===== src/rtl/pipeline_ctrl.sv =====
// Stall/flush sequencer for the 5-stage pipeline. It merges stage stall requests, issues branch
// redirects (or defers them while a fetch is in flight) and keeps saturating performance counters.
module pipeline_ctrl #(
    parameter int ADDR_W = 32,
    parameter int CNT_W  = 32
) (
    input  logic              clk,
    input  logic              rst,
    input  logic              stallreq_if,
    input  logic              stallreq_id,
    input  logic              stallreq_ex,
    input  logic              stallreq_mem,
    input  logic              branch_i,
    input  logic [ADDR_W-1:0] branch_target_i,
    output logic [5:0]        stall,
    output logic              flush_if_id,
    output logic              flush_id_ex,
    output logic              redirect_o,
    output logic [ADDR_W-1:0] new_pc_o,
    output logic              pending_o,
    output logic [CNT_W-1:0]  stall_cnt_o,
    output logic [CNT_W-1:0]  redirect_cnt_o
);

    localparam logic [0:0] ST_RUN  = 1'b0;
    localparam logic [0:0] ST_PEND = 1'b1;

    localparam logic [CNT_W-1:0] CNT_ONE = CNT_W'(1);
    localparam logic [CNT_W-1:0] CNT_MAX = {CNT_W{1'b1}};

    logic [0:0]        state_q, state_d;
    logic [ADDR_W-1:0] pend_pc_q, pend_pc_d;
    logic [CNT_W-1:0]  stall_cnt_q, stall_cnt_d;
    logic [CNT_W-1:0]  redirect_cnt_q, redirect_cnt_d;

    logic [5:0]        stall_req;
    logic [5:0]        stall_vec;
    logic              branch_acc;
    logic              redirect;
    logic              fl_if_id;
    logic              fl_id_ex;
    logic [ADDR_W-1:0] new_pc;

    // Deepest requester wins: a stalled stage also holds every stage in front of it.
    always_comb begin
        stall_req = 6'b000000;
        if (stallreq_mem) begin
            stall_req = 6'b011111;
        end else if (stallreq_ex) begin
            stall_req = 6'b001111;
        end else if (stallreq_id) begin
            stall_req = 6'b000111;
        end else if (stallreq_if) begin
            stall_req = 6'b000011;
        end
    end

    assign stall_vec = stall_req | ((state_q == ST_PEND) ? 6'b000011 : 6'b000000);

    // Handshake: branch_i acts as valid, ~stall_vec[3] as ready; an unaccepted branch stays
    // presented by EX until it is accepted. While PEND, EX holds a bubble so branch_i is ignored.
    assign branch_acc = branch_i & ~stall_vec[3];

    always_comb begin
        state_d   = state_q;
        pend_pc_d = pend_pc_q;
        redirect  = 1'b0;
        fl_if_id  = 1'b0;
        fl_id_ex  = 1'b0;
        new_pc    = '0;
        case (state_q)
            ST_RUN: begin
                if (branch_acc) begin
                    fl_id_ex = 1'b1;
                    if (stallreq_if) begin
                        pend_pc_d = branch_target_i;
                        state_d   = ST_PEND;
                    end else begin
                        redirect = 1'b1;
                        fl_if_id = 1'b1;
                        new_pc   = branch_target_i;
                    end
                end
            end
            ST_PEND: begin
                if (!stallreq_if) begin
                    redirect = 1'b1;
                    fl_if_id = 1'b1;
                    new_pc   = pend_pc_q;
                    state_d  = ST_RUN;
                end
            end
            default: state_d = ST_RUN;
        endcase
    end

    always_comb begin
        stall_cnt_d    = stall_cnt_q;
        redirect_cnt_d = redirect_cnt_q;
        if ((stall_vec != 6'b000000) && (stall_cnt_q != CNT_MAX)) begin
            stall_cnt_d = stall_cnt_q + CNT_ONE;
        end
        if (redirect && (redirect_cnt_q != CNT_MAX)) begin
            redirect_cnt_d = redirect_cnt_q + CNT_ONE;
        end
    end

    always_ff @(posedge clk) begin
        if (!rst) begin
            state_q        <= ST_RUN;
            pend_pc_q      <= '0;
            stall_cnt_q    <= '0;
            redirect_cnt_q <= '0;
        end else begin
            state_q        <= state_d;
            pend_pc_q      <= pend_pc_d;
            stall_cnt_q    <= stall_cnt_d;
            redirect_cnt_q <= redirect_cnt_d;
        end
    end

    // Outputs are forced quiet while reset is held. Where a flush and a stall hit the same
    // pipeline register, the register gives the flush priority and loads a bubble.
    assign stall          = rst ? stall_vec : 6'b000000;
    assign flush_if_id    = rst & fl_if_id;
    assign flush_id_ex    = rst & fl_id_ex;
    assign redirect_o     = rst & redirect;
    assign new_pc_o       = rst ? new_pc : '0;
    assign pending_o      = rst & (state_q == ST_PEND);
    assign stall_cnt_o    = rst ? stall_cnt_q : '0;
    assign redirect_cnt_o = rst ? redirect_cnt_q : '0;

endmodule


===== config.mk =====
export PLATFORM = sky130hd
export DESIGN_NAME = pipeline_ctrl
export DESIGN_NICKNAME = d
export VERILOG_FILES = /design/src/rtl/pipeline_ctrl.sv
export SDC_FILE = /design/constraint.sdc
export NUM_CORES = 1
export LEC_CHECK = 0
export ABC_AREA = 1
export CAP_MARGIN = 20
export CELL_PAD_IN_SITES_DETAIL_PLACEMENT = 1
export CELL_PAD_IN_SITES_GLOBAL_PLACEMENT = 1
export CORE_AREA = 4 4 143 131
export CTS_CLUSTER_DIAMETER = 60
export DETAILED_ROUTE_END_ITERATION = 10
export DIE_AREA = 0 0 147 135
export GPL_TIMING_DRIVEN = 0
export PLACE_DENSITY = 0.94
export SETUP_SLACK_MARGIN = 0.05
export SLEW_MARGIN = 0
export SYNTH_ARGS = -nofsm -noshare
export SYNTH_HDL_FRONTEND = slang
export SYNTH_SLANG_ARGS = --single-unit
export TNS_END_PERCENT = 50

===== constraint.sdc =====
create_clock -name clk -period 4.5 [get_ports clk]
set_input_delay 0.9 -clock clk [delete_from_list [all_inputs] [get_ports clk]]
set_output_delay 0.9 -clock clk [all_outputs]
set_load 0.05 [all_outputs]

==> flow_summary.json <==
{
  "cp.arrival_ns": 3.41,
  "drive_gt1_share_pct": 7.62,
  "timing.fmax_mhz": 232,
  "nNetsFinal": 1257,
  "place_area_um2": 7990,
  "cpLargestDelayFamily": "buffers and inverters",
  "dieArea_um2": 19800,
  "layout_setup_ws_ns": 0.191,
  "cts.clk_slew.worst_paths_ns": 0.08,
  "antenna_cells": 0,
  "io_buffers": 142,
  "cts_setup_buffers": 0,
  "antenna_found_initial": 0,
  "required_ns": 3.60,
  "synth_seq_cells": 97,
  "layout_common_cells": "nor2_1, nand2_1, inv_1, clkdlybuf4s50_1, dfxtp_1",
  "r2r_start": "redirect_cnt_q[1]$_SDFFE_PN0P_",
  "slowest_delay_ns": 0.58,
  "ios": 145,
  "ys_seq_area_share_pct": 31.0,
  "syn_nets": 1104,
  "finalSetupViolCount": 0,
  "netlist_area_um2": 6270,
  "end_kind": "primary output",
  "critPathLaunch": "stallreq_mem",
  "cts_tree": "yes",
  "slew_headroom_pct": 56.5,
  "drc_errors": 0,
  "final_util_pct": 48.1,
  "clk_path_buf_depth": 2,
  "status": "finished clean",
  "crit_fanout": 10,
  "initial_core_util_pct": 36.2,
  "vias_per_cell": 5.05,
  "grt_max_degree": 19,
  "die_h_um": 135,
  "finClkSkew_ns": 0.00761,
  "cts_buffers": 9,
  "min_path_type": "reg -> reg",
  "root_buffer": "clkbuf_16",
  "reg2regPathDepth": 9,
  "clk_latency_ns": 0.37,
  "die_w_um": 147,
  "pre_cts_slack_ns": -0.107,
  "r2r_end": "redirect_cnt_q[30]$_SDFFE_PN0P_",
  "hpwl_um": 17700,
  "grt_setup_unrepaired": "no",
  "p_total_w": 0.00189,
  "coreArea_um2": 17300,
  "postRouteAntennaNets": 0,
  "path_common_cell": "nand2_1",
  "hold_start": "pend_pc_q[10]$_SDFFE_PN0P_",
  "hold_slack_ns": 0.492,
  "crit_path_start_kind": "primary input",
  "htree_levels": 3,
  "rows": 46,
  "fill_cells": 2375,
  "gp_congestion": 0.932,
  "final_common_cell": "nor2_1",
  "track_usage_pct": 22.7,
  "drtIter0Drc": 385,
  "dr_total_vias": 7381,
  "period_share_pct": 95.8,
  "stdcell_area_um2": 8330,
  "finalMaxSlewViolations": 0,
  "min_delay_path_depth": 2,
  "rrSetupSlack_ns": 2.62,
  "hold_viol": 0,
  "hold_end": "pend_pc_q[10]$_SDFFE_PN0P_",
  "critical_path_class": "in -> out",
  "overflow": 0,
  "p_per_area_nw_per_um2": 227,
  "grt_pass1_vias": 7545,
  "wl_um": 22800,
  "synth_warnings": 0,
  "period_minus_slack_ns": 4.31,
  "grt_pass1_wl_um": 36900,
  "synth_cells": 1063,
  "critPathBufInv": 4,
  "drv_cap": 0,
  "synth.avg_cell_area_um2": 5.89,
  "cts.sinks": 97,
  "crit_chain": "clkdlybuf4s50_1, nor2_4, nand2_2, nand2_1, nand2_1, nor2_1, inv_2, buf_2, nor3_1, dlygate4sd2_1",
  "synth_cell_types": 30,
  "cts.hold.buffers_added": 0,
  "dr.pass1.iters": 5,
  "slowest_stage": "dlygate4sd2_1",
  "p_leak_nw": 4.11,
  "syn2layout_area_growth_pct": 32.9,
  "worstMarginPinSlew_ns": 0.652,
  "ir_drop_mv": 0.183,
  "wire_per_inst_um": 15.6
}
-- power breakdown --
part           switching, W  total (W)  internal, W
clock network      0.000397   0.000784     0.000387
logic              0.000140   0.000223    0.0000826
registers         0.0000114   0.000884     0.000872
-- timing repair --
| action | in CTS | in global routing |
|---|---|---|
| pin swaps | 0 | 0 |
| endpoints found under the setup margin | 10 | 25 |
| resized for setup | 5 | 25 |
-- worst max-delay path by stage --
stage	endpoint	slack [ns]	depth (start not counted)
finish	new_pc_o[30]	0.19	10
global route	new_pc_o[30]	0.05	10
CTS	new_pc_o[4]	0.01	10
detailed placement	new_pc_o[30]	-0.11	10
global placement	new_pc_o[30]	-0.11	10
floorplan	new_pc_o[10]	0.18	6
-- metrics by stage --
step	setup TNS, ns	std cells
2_1_floorplan	0	1063
3_3_place_gp	-0.113	1445
3_5_place_dp	-0.151	1445
4_1_cts	0	1461
5_1_grt	0	1461
6_report	0	1461
-- synthesized netlist by cell type, drive strengths merged --
library cell  count  area share (%)
a21oi            58             4.8
buf              27             2.8
clkbuf           22             1.3
clkinv            1           0.060
conb              1           0.060
dfxtp            97              31
ha                2            0.40
inv             125             7.5
nand2           242              15
nand3            80             8.1
nand3b            2            0.24
nand4            17             1.7
nor2            310              20
nor3             40             3.2
o21ai            35             2.8
xnor2             1            0.14
xor2              3            0.42
-- area by class of cell --
class / instances / area [um^2] / share of cell area, %
Timing Repair Buffer: 142 / 1480 / 17.7
Multi-Input combinational cell: 791 / 3590 / 43.2
Inverter: 126 / 473 / 5.68
Tap cell: 240 / 300 / 3.61
Buffer: 49 / 258 / 3.10
Sequential cell: 97 / 1940 / 23.3
Clock inverter: 7 / 57.6 / 0.691
Clock buffer: 9 / 225 / 2.70
-- flip-flops by register name (all words and copies together) (netlist names) --
name,flops
pend_pc_q,32
redirect_cnt_q,32
stall_cnt_q,32
state_q,1
-- metal layers --
layer / track usage [%] / wire [um]
met5: 0 / 0
met2: 39.4 / 10900
met1: 27.5 / 9900
met3: 6.54 / 1610
met4: 6.31 / 399
-- cell families (layout without fill, tap and decap cells) --
family	Yosys count	after routing	share of synthesized area, %
other	1	1	0.0598
AOI/OAI and AO/OA	93	93	7.61
and+or+nand+nor	691	691	48.7
xor gates and xnor gates	4	4	0.559
DFF	97	97	31.0
buffers and inverters	175	333	11.7
adders and majority gates	2	2	0.399
-- worst register-to-register path, stage by stage (launching register included) --
cell	delay (ns)
dfxtp_1	0.40
ha_1	0.24
nand2_1	0.10
nor2_2	0.16
nand2_2	0.12
nor2_4	0.16
nand2_2	0.10
buf_2	0.22
a21oi_1	0.20
nor2_1	0.06
No activity file was read; power rests on OpenSTA's default activity.
